--- config.mk ---
export PLATFORM = sky130hd
export DESIGN_NAME = sys_rst_seq
export DESIGN_NICKNAME = d
export VERILOG_FILES = /design/src/rtl/sys_rst_pkg.sv /design/src/rtl/lock_sync_filt.sv /design/src/rtl/sys_rst_seq.sv
export SDC_FILE = /design/constraint.sdc
export NUM_CORES = 1
export LEC_CHECK = 0
export BUFFER_PORTS_ARGS = -buffer_cell sky130_fd_sc_hd__buf_2
export CAP_MARGIN = 20
export CORE_UTILIZATION = 61
export DETAILED_ROUTE_END_ITERATION = 6
export GPL_TIMING_DRIVEN = 0
export PLACE_DENSITY_LB_ADDON = 0.3
export SKIP_CTS_REPAIR_TIMING = 1
export SYNTH_ARGS = -nofsm -noshare
export SYNTH_HDL_FRONTEND = slang
export SYNTH_SLANG_ARGS = --single-unit
--- constraint.sdc ---
create_clock -name clk_50m -period 3.2 [get_ports clk_50m]
set_clock_uncertainty 0.15 [all_clocks]
set_input_delay 0.32 -clock clk_50m [delete_from_list [all_inputs] [get_ports clk_50m]]
set_output_delay 0.32 -clock clk_50m [all_outputs]
set_load 0.02 [all_outputs]
--- src/rtl/sys_rst_pkg.sv ---
// Shared types and default sizing for the power-on / reset sequencer.
package sys_rst_pkg;

  typedef enum logic [2:0] {
    PWR_DLY,
    PLL_RST,
    PLL_WAIT,
    RELEASE,
    RUN,
    HOLD,
    FAULT
  } seq_state_e;

  localparam int RETRY_W = 2;

  localparam int DEF_NUM_DOM       = 4;
  localparam int DEF_SYS_DELAY_TOP = 2500000;
  localparam int DEF_PLL_RST_CYC   = 64;
  localparam int DEF_LOCK_FILT     = 16;
  localparam int DEF_LOCK_TO       = 500000;
  localparam int DEF_STAGGER       = 256;
  localparam int DEF_MAX_RETRY     = 3;
  localparam int DEF_CNT_W         = 24;

endpackage

--- src/rtl/lock_sync_filt.sv ---
// PLL lock 2-flop synchroniser plus consecutive-high filter; lock_ok is asserted on
// the cycle the LOCK_FILT-th consecutive synchronised high is seen while filt_en is set.
module lock_sync_filt
  import sys_rst_pkg::*;
#(
  parameter int LOCK_FILT = DEF_LOCK_FILT
) (
  input  logic clk,
  input  logic rst,
  input  logic filt_en,
  input  logic pll_locked,
  output logic lock_s,
  output logic lock_ok
);
  localparam int FW = $clog2(LOCK_FILT + 1);
  localparam logic [FW-1:0] FILT_TOP  = FW'(LOCK_FILT);
  localparam logic [FW-1:0] FILT_LAST = FW'(LOCK_FILT - 1);

  logic          sync1_q, sync1_d;
  logic          sync2_q, sync2_d;
  logic [FW-1:0] filt_q, filt_d;

  always_comb begin
    sync1_d = pll_locked;
    sync2_d = sync1_q;
    filt_d  = '0;
    // Any low sample, or leaving the wait state, restarts the run length.
    if (filt_en && sync2_q) begin
      filt_d = (filt_q == FILT_TOP) ? filt_q : filt_q + FW'(1);
    end
  end

  always_ff @(posedge clk) begin
    if (rst) begin
      sync1_q <= 1'b0;
      sync2_q <= 1'b0;
      filt_q  <= '0;
    end else begin
      sync1_q <= sync1_d;
      sync2_q <= sync2_d;
      filt_q  <= filt_d;
    end
  end

  assign lock_s  = sync2_q;
  assign lock_ok = filt_en && sync2_q && (filt_q >= FILT_LAST);

endmodule

--- src/rtl/sys_rst_seq.sv ---
// Power-on/reset sequencer: PLL reset hold, lock qualification, staggered domain release.
// All outputs registered; lock adds 2 sync clocks; no backpressure (free-running control).
module sys_rst_seq
  import sys_rst_pkg::*;
#(
  parameter int NUM_DOM       = DEF_NUM_DOM,
  parameter int SYS_DELAY_TOP = DEF_SYS_DELAY_TOP,
  parameter int PLL_RST_CYC   = DEF_PLL_RST_CYC,
  parameter int LOCK_FILT     = DEF_LOCK_FILT,
  parameter int LOCK_TO       = DEF_LOCK_TO,
  parameter int STAGGER       = DEF_STAGGER,
  parameter int MAX_RETRY     = DEF_MAX_RETRY,
  parameter int CNT_W         = DEF_CNT_W
) (
  input  logic               clk_50m,
  input  logic               rst,
  input  logic               ext_rst_req,
  input  logic               pll_locked,
  output logic               pll_rst,
  output logic [NUM_DOM-1:0] dom_rst_n,
  output logic               seq_done,
  output logic               fault,
  output logic [RETRY_W-1:0] retry_cnt
);
  localparam int SW = $clog2(STAGGER + 1);
  localparam int IW = $clog2(NUM_DOM + 1);
  localparam logic [CNT_W-1:0]   DLY_LAST  = CNT_W'(SYS_DELAY_TOP - 1);
  localparam logic [CNT_W-1:0]   PRST_LAST = CNT_W'(PLL_RST_CYC - 1);
  localparam logic [CNT_W-1:0]   TO_LAST   = CNT_W'(LOCK_TO - 1);
  localparam logic [SW-1:0]      STG_LAST  = SW'(STAGGER - 1);
  localparam logic [IW-1:0]      DOM_LAST  = IW'(NUM_DOM - 1);
  localparam logic [RETRY_W-1:0] RETRY_MAX = RETRY_W'(MAX_RETRY);

  seq_state_e         state_q, state_d;
  logic [CNT_W-1:0]   cnt_q, cnt_d;
  logic [SW-1:0]      stg_q, stg_d;
  logic [IW-1:0]      idx_q, idx_d;
  logic [RETRY_W-1:0] retry_cnt_q, retry_cnt_d;
  logic [NUM_DOM-1:0] dom_rst_n_q, dom_rst_n_d;
  logic               pll_rst_q, pll_rst_d;
  logic               seq_done_q, seq_done_d;
  logic               fault_q, fault_d;
  logic               filt_en, lock_s, lock_ok;

  assign filt_en = (state_q == PLL_WAIT);

  lock_sync_filt #(.LOCK_FILT(LOCK_FILT)) u_lock (
    .clk        (clk_50m),
    .rst        (rst),
    .filt_en    (filt_en),
    .pll_locked (pll_locked),
    .lock_s     (lock_s),
    .lock_ok    (lock_ok)
  );

  always_comb begin
    state_d     = state_q;
    cnt_d       = cnt_q;
    stg_d       = stg_q;
    idx_d       = idx_q;
    retry_cnt_d = retry_cnt_q;
    dom_rst_n_d = dom_rst_n_q;

    unique case (state_q)
      PWR_DLY: if (cnt_q == DLY_LAST) state_d = PLL_WAIT; else cnt_d = cnt_q + CNT_W'(1);
      PLL_RST: if (cnt_q == PRST_LAST) state_d = PLL_WAIT; else cnt_d = cnt_q + CNT_W'(1);
      PLL_WAIT: begin
        if (lock_ok) begin
          state_d = RELEASE;
        end else if (cnt_q == TO_LAST) begin
          if (retry_cnt_q < RETRY_MAX) begin
            retry_cnt_d = retry_cnt_q + RETRY_W'(1);
            state_d     = PLL_RST;
          end else begin
            state_d = FAULT;
          end
        end else begin
          cnt_d = cnt_q + CNT_W'(1);
        end
      end
      RELEASE: begin
        if (!lock_s) begin
          state_d = PLL_RST;
        end else if (ext_rst_req) begin
          state_d = HOLD;
        end else if (stg_q == STG_LAST) begin
          dom_rst_n_d = dom_rst_n_q | (NUM_DOM'(1) << idx_q);
          idx_d       = idx_q + IW'(1);
          stg_d       = '0;
          if (idx_q == DOM_LAST) state_d = RUN;
        end else begin
          stg_d = stg_q + SW'(1);
        end
      end
      RUN: begin
        if (!lock_s) state_d = PLL_RST;
        else if (ext_rst_req) state_d = HOLD;
      end
      HOLD: begin
        // Tail timer only runs once the request has dropped; a re-assert restarts it.
        if (!lock_s) state_d = PLL_RST;
        else if (ext_rst_req) stg_d = '0;
        else if (stg_q == STG_LAST) state_d = RELEASE;
        else stg_d = stg_q + SW'(1);
      end
      FAULT: state_d = FAULT;
      default: state_d = PWR_DLY;
    endcase

    if (state_d != state_q) begin
      cnt_d = '0;
      stg_d = '0;
      if (state_d == RELEASE) begin
        dom_rst_n_d = NUM_DOM'(1);
        idx_d       = IW'(1);
        if (NUM_DOM == 1) state_d = RUN;
      end
    end

    if (state_d == RUN) dom_rst_n_d = '1;
    else if (state_d != RELEASE) dom_rst_n_d = '0;

    pll_rst_d  = state_d inside {PWR_DLY, PLL_RST, FAULT};
    seq_done_d = (state_d == RUN);
    fault_d    = (state_d == FAULT);
  end

  always_ff @(posedge clk_50m) begin
    if (rst) begin
      state_q     <= PWR_DLY;
      cnt_q       <= '0;
      stg_q       <= '0;
      idx_q       <= '0;
      retry_cnt_q <= '0;
      dom_rst_n_q <= '0;
      pll_rst_q   <= 1'b1;
      seq_done_q  <= 1'b0;
      fault_q     <= 1'b0;
    end else begin
      state_q     <= state_d;
      cnt_q       <= cnt_d;
      stg_q       <= stg_d;
      idx_q       <= idx_d;
      retry_cnt_q <= retry_cnt_d;
      dom_rst_n_q <= dom_rst_n_d;
      pll_rst_q   <= pll_rst_d;
      seq_done_q  <= seq_done_d;
      fault_q     <= fault_d;
    end
  end

  assign pll_rst   = pll_rst_q;
  assign dom_rst_n = dom_rst_n_q;
  assign seq_done  = seq_done_q;
  assign fault     = fault_q;
  assign retry_cnt = retry_cnt_q;

endmodule

Word level (Yosys, flattened, before mapping)
Cells that the tools add are included.
Widths: inputs -> output; s select.
{ "word_totals": {"out_inout_bits": 9, "in_bits": 4, "regBits": 55, "elab_cells": 102} }
{ "classes": {"magnitude_cmp": 2, "n_addsub": 5, "bitwise_logic": 3, "n_eq_ne": 26, "muxes": 41, "n_reduce_logical": 12, "shifts": 1} }
{ "op_table": {"columns": ["op", "count"], "rows": [
  ["$mux 24", 4],
  ["$pmux 24 s3", 1],
  ["$mux 3", 20],
  ["$mux 9", 6],
  ["$mux 4", 8],
  ["$add 24x1->24 const B", 1],
  ["$eq 24x19->1 const B", 1],
  ["$eq 24x22->1 const B", 1],
  ["$eq 24x6->1 const B", 1],
  ["$pmux 3 s7", 1],
  ["$pmux 9 s2", 1],
  ["$eq 3x3->1 const B", 5],
  ["$eq 3x2->1 const B", 4],
  ["$ne 2x2->1 const B", 5],
  ["$reduce_and 5->1", 2],
  ["$add 9x1->9 const B", 1],
  ["$eq 9x8->1 const B", 1],
  ["$eq 3x1->1 const B", 2],
  ["$logic_not 3->1", 2],
  ["$reduce_bool 3->1", 2],
  ["$add 5x1->5 const B", 1],
  ["$eq 5x5->1 const B", 1],
  ["$ge 5x4->1 const B", 1],
  ["$ne 2x1->1 const B", 2],
  ["other kinds (13)", 16]
]} }

Depth between registers and ports, before layout
{ "logic_depth": {"word_depth": 11, "depth_mapped": 12, "depth_no_buf": 10} }

Modules after synthesis
From an unflattened synthesis, not the netlist that was laid out.
{ "hier_totals": {"hier_cells": 365, "area_unflattened_um2": 3144.3} }
{ "modules_own_cells": {"columns": ["mod", "cells_per_inst", "seq_area_each_um2", "instances", "area_each_um2"], "rows": [
  ["sys_rst_seq", 328, 960.9, 1, 2765.2],
  ["lock_sync_filt", 37, 140.1, 1, 379.1]
]} }

Worst setup path before layout
No wires, ideal clock.
{ "synth_path": {"path_kind": "flip-flop to flip-flop", "startpoint": "register cnt_q[0]", "endpoint": "register stg_q[5]", "setup_time_ns": 0.078, "slack_ns": 0.292, "n_path_buf": 2, "required_ns": 2.972, "arrival_ns": 2.680, "synth_period_minus_slack_ns": 2.908, "stages_incl_launch_ff": 11, "path_cell_list": "dfxtp_1 -> ha_1 -> or4bb_1 -> or4_4 -> nor4_4 -> or2_1 -> buf_4 -> nor2_2 -> mux2i_4 -> buf_6 -> nor3_1"} }
{ "synth_between": {"elab_chain_cells": 6, "word_cells_on_any_way": 10, "cone_classes": "eq/ne: 4; mux: 5; reduce/logical: 1"} }
{ "synth_rtl": {"columns": ["element", "line", "text"], "rows": [
  ["start: declaration", "sys_rst_seq.sv:35", "logic [CNT_W-1:0] cnt_q, cnt_d;"],
  ["start signal: assignment", "sys_rst_seq.sv:141", "cnt_q <= cnt_d;"],
  ["$eq 24x19->1", "sys_rst_seq.sv:70", "end else if (cnt_q == TO_LAST) begin"],
  ["$mux 3", "sys_rst_seq.sv:70", null],
  ["$mux 3", "sys_rst_seq.sv:68", "if (lock_ok) begin"],
  ["$pmux 3 s7 (*)", "sys_rst_seq.sv:64", "unique case (state_q)"],
  ["$ne 3x3->1 (*)", "sys_rst_seq.sv:110", "if (state_d != state_q) begin"],
  ["$reduce_or 2->1 (no line) (*)", null, null],
  ["end signal: assignment", "sys_rst_seq.sv:142", "stg_q <= stg_d;"],
  ["end: declaration", "sys_rst_seq.sv:36", "logic [SW-1:0] stg_q, stg_d;"]
]} }
Every way passes the cells marked *; elsewhere a longest branch is shown, timed or not.
A chain may end at the register's enable or synchronous reset.

Final worst setup path
{ "layout_path": {"startpoint": "register cnt_q[0]", "endpoint": "register dom_rst_n_q[3] (netlist: dom_rst_n[3])"} }
{ "layout_between": {"elab_chain_cells": 9, "word_cells_on_any_way": 16, "cone_classes": "eq/ne: 7; mux: 9"} }
{ "layout_rtl": {"columns": ["element", "line", "text"], "rows": [
  ["$eq 24x19->1", "sys_rst_seq.sv:70", null],
  ["$mux 3", "sys_rst_seq.sv:70", null],
  ["$mux 3", "sys_rst_seq.sv:68", null],
  ["$pmux 3 s7 (*)", "sys_rst_seq.sv:64", null],
  ["$eq 3x2->1", "sys_rst_seq.sv:113", "if (state_d == RELEASE) begin"],
  ["$mux 4", "sys_rst_seq.sv:113", null],
  ["$mux 4", "sys_rst_seq.sv:110", null],
  ["$mux 4", "sys_rst_seq.sv:121", "else if (state_d != RELEASE) dom_rst_n_d = '0;"],
  ["$mux 4 (*)", "sys_rst_seq.sv:120", "if (state_d == RUN) dom_rst_n_d = '1;"],
  ["end signal: assignment", "sys_rst_seq.sv:145", "dom_rst_n_q <= dom_rst_n_d;"],
  ["end: declaration", "sys_rst_seq.sv:39", "logic [NUM_DOM-1:0] dom_rst_n_q, dom_rst_n_d;"]
]} }
Marks and branches as above.

==> out/results.tsv <==
metric	value	unit
outcome	finished, final reports clean	
grt_use_total	0.253	
ioPinCount	13	
crit_path_max_fanout	6	
rsz0062_at_grt	false	
dp_cells	412	
place_ws	0.0157	ns
max_freq	0.326	GHz
synthFlopType	dfxtp_1	
synth-seq-cells	55	
muxShareOfSynthArea	0.0246	
cp.arrival	3.15	ns
finalHoldWorstSlack	0.0811	ns
grt_pass1_vias	2356	
tns	0	ns
fin_crit_sh	0.958	
synth_top_family_by_area	simple AND/OR/NAND/NOR gates	
cts_buffers	5	
grt_pass1_wl	10300	µm
areaGrowthSynthToFinish	7.77	%
antenna_found_initial	0	
dieWidth	71.5	µm
fin_area	3180	µm²
power_density	341	nW/µm²
min_period	3.07	ns
synth-compound-area-share	0.0921	
drt_iter0_drc	123	
drive_gt1_frac	0.101	
startpoint_type	flop	
r2r_setup_slack	0.13	ns
synth_xor_area_frac	0.101	
synth-seq-area-share	0.374	
p_total	1.08	mW
hpwl	4450	µm
clkLatencyLatePin	0.30	ns
grt_overflow	0	
cts.sink_count	55	
syn_area	2950	µm²
routed_via_density	6.02	
yosysWarnings	0	
clockBufferDepth	2	
top_layer	met4	
cap_violations	0	
dieArea	5110	µm²
wl_met1	2770	µm
yosys.area_share.simple	0.306	
syn_inst	347	
wl_met2	3020	µm
drc	0	
clockRootBuffer	clkbuf_8	
core	4500	µm²
min_to	u_lock.sync1_q	
fin_ws	0.134	ns
netlist.top_cell.by_area	dfxtp_1	
first_pass_iters	5	
start_util	0.654	
drt-wirelength-per-cell	14.7	µm
syn_avg_cell_area	8.50	µm²
ant_nets	0	
worst_r2r_path_depth	8	
fin_util	0.705	
yosysUniqueCellTypes	55	
synth_edf_count	0	
yosysTopAreaCellShare	0.374	
max-slew-margin-rel	0.389	
worstSetupPathType	reg2reg	
grt_max_degree	15	
hp-class	in2reg	
power.leakage	1.21	nW
synth_common_cells	55 x dfxtp_1, 48 x nor2_1, 23 x xor2_1	
final_cells	419	
finalNetCount	386	
hold_depth	2	
yosys.area_share.adder	0.0594	
setup.worst_path.start	cnt_q[0]	
met3_length	275	µm
synth_most_common_cell	dfxtp_1	
crit_required	3.29	ns
io_buffers	12	
vias	2523	
finalMaxSlewViolations	0	
dieHeight	71.5	µm
gp_congestion	0.861	
htreeDepth	2	
tightest_slew	0.910	ns
synth_fp_nets	365	
finalWirelength	6160	µm
r2r_end	dom_rst_n[3]	
synth_area_leaders	dfxtp_1 37%, xor2_1 6.8%, nor2_1 6.1%	
diodes	0	
place_area	3080	µm²
hold_start	pll_locked	
cts.clk_slew.worst_paths	0.09	ns
cts_tree	built	
worstReg2RegStart	cnt_q[0]	
endpoint_kind	flop	
placementRows	24	
ir_drop	286	µV
setup_viol	0	
hold_viol	0	
async_flop_share	0	
## cell type report
class / count / area [µm²]
Multi-Input combinational cell: 265 / 1740
Fill cell: 366 / 1330
Sequential cell: 55 / 1100
Clock buffer: 6 / 72.6
Timing Repair Buffer: 14 / 72.6
Buffer: 12 / 71.3
Tap cell: 52 / 65.1
Inverter: 15 / 56.3
## worst max path at each step
stage	to	cells past startpoint	slack (ns)
2_1_floorplan	stg_q[5]	10	0.29
3_3_place_gp	stg_q[5]	10	0.04
3_5_place_dp	stg_q[6]	10	0.02
4_1_cts	stg_q[6]	10	-0.01
5_1_grt	dom_rst_n[3]	7	0.009
6_report	dom_rst_n[3]	8	0.13
## layout by cell type, fill, tap and decap left out, types with 2 or more instances in the layout
| cell type | netlist | routed |
|---|---|---|
| buf_2 | 0 | 13 |
| clkbuf_1 | 7 | 8 |
| a41oi_1 | 2 | 2 |
| nor3_1 | 16 | 16 |
| nor4_1 | 8 | 8 |
| a31oi_1 | 2 | 2 |
| buf_6 | 3 | 3 |
| or3_1 | 3 | 3 |
| or3b_2 | 2 | 2 |
| buf_4 | 1 | 2 |
| nand4_1 | 9 | 9 |
| inv_1 | 15 | 15 |
| xor2_1 | 23 | 23 |
| nand3b_1 | 2 | 2 |
| a21oi_1 | 12 | 12 |
| nand2_1 | 19 | 19 |
| o21ai_0 | 13 | 13 |
| nand2b_1 | 6 | 6 |
| mux2i_1 | 5 | 5 |
| xnor2_1 | 11 | 11 |
| o21ai_1 | 2 | 2 |
| nor2b_1 | 6 | 6 |
| or4_1 | 2 | 2 |
| clkbuf_8 | 0 | 5 |
| nor2_1 | 48 | 48 |
| nand3_1 | 19 | 19 |
| ha_1 | 14 | 13 |
| dfxtp_1 | 55 | 54 |
| and3_1 | 11 | 11 |
| o311ai_0 | 2 | 2 |
| and4_1 | 2 | 2 |
## critical path, cell delays in order, from the launching register on
cell and delay, ns:
dfxtp_1 0.38, ha_2 0.25, or4bb_1 0.48, or4_4 0.47
o21ai_1 0.20, nand4_1 0.16, or3_1 0.41, or3_1 0.40
o21ai_0 0.11
## report_power, final
part	switching [mW]	total, mW	internal [mW]
clock network	0.206	0.353	0.147
logic	0.0214	0.0367	0.0153
registers	0.00406	0.693	0.689
## cell families (layout without fill, tap and decap cells)
group                    count (synthesis)  count (layout)
buffers and inverters                   27              47
AO/OA/AOI/OAI                           44              44
multiplexers                             6               6
XOR/XNOR                                34              34
adder cells (fa/ha/maj)                 14              14
AND/OR/NAND/NOR                        167             167
flip-flops                              55              55
## state kept, by name, indices dropped and copies added (netlist names)
name            flops
u_lock.sync1_q      1
state_q             3
dom_rst_n           4
cnt_q              24
stg_q               9
retry_cnt           2
pll_rst             1
u_lock.lock_s       1
u_lock.filt_q       5
idx_q               3
fault               1
seq_done            1
## per-layer routing
layer,track usage,vias to the layer above
li1,-,1255
met5,0,-
met3,0.0436,11
met1,0.309,1186
met4,0.0828,0
met2,0.453,71
Power figures use the tool's default switching activity.
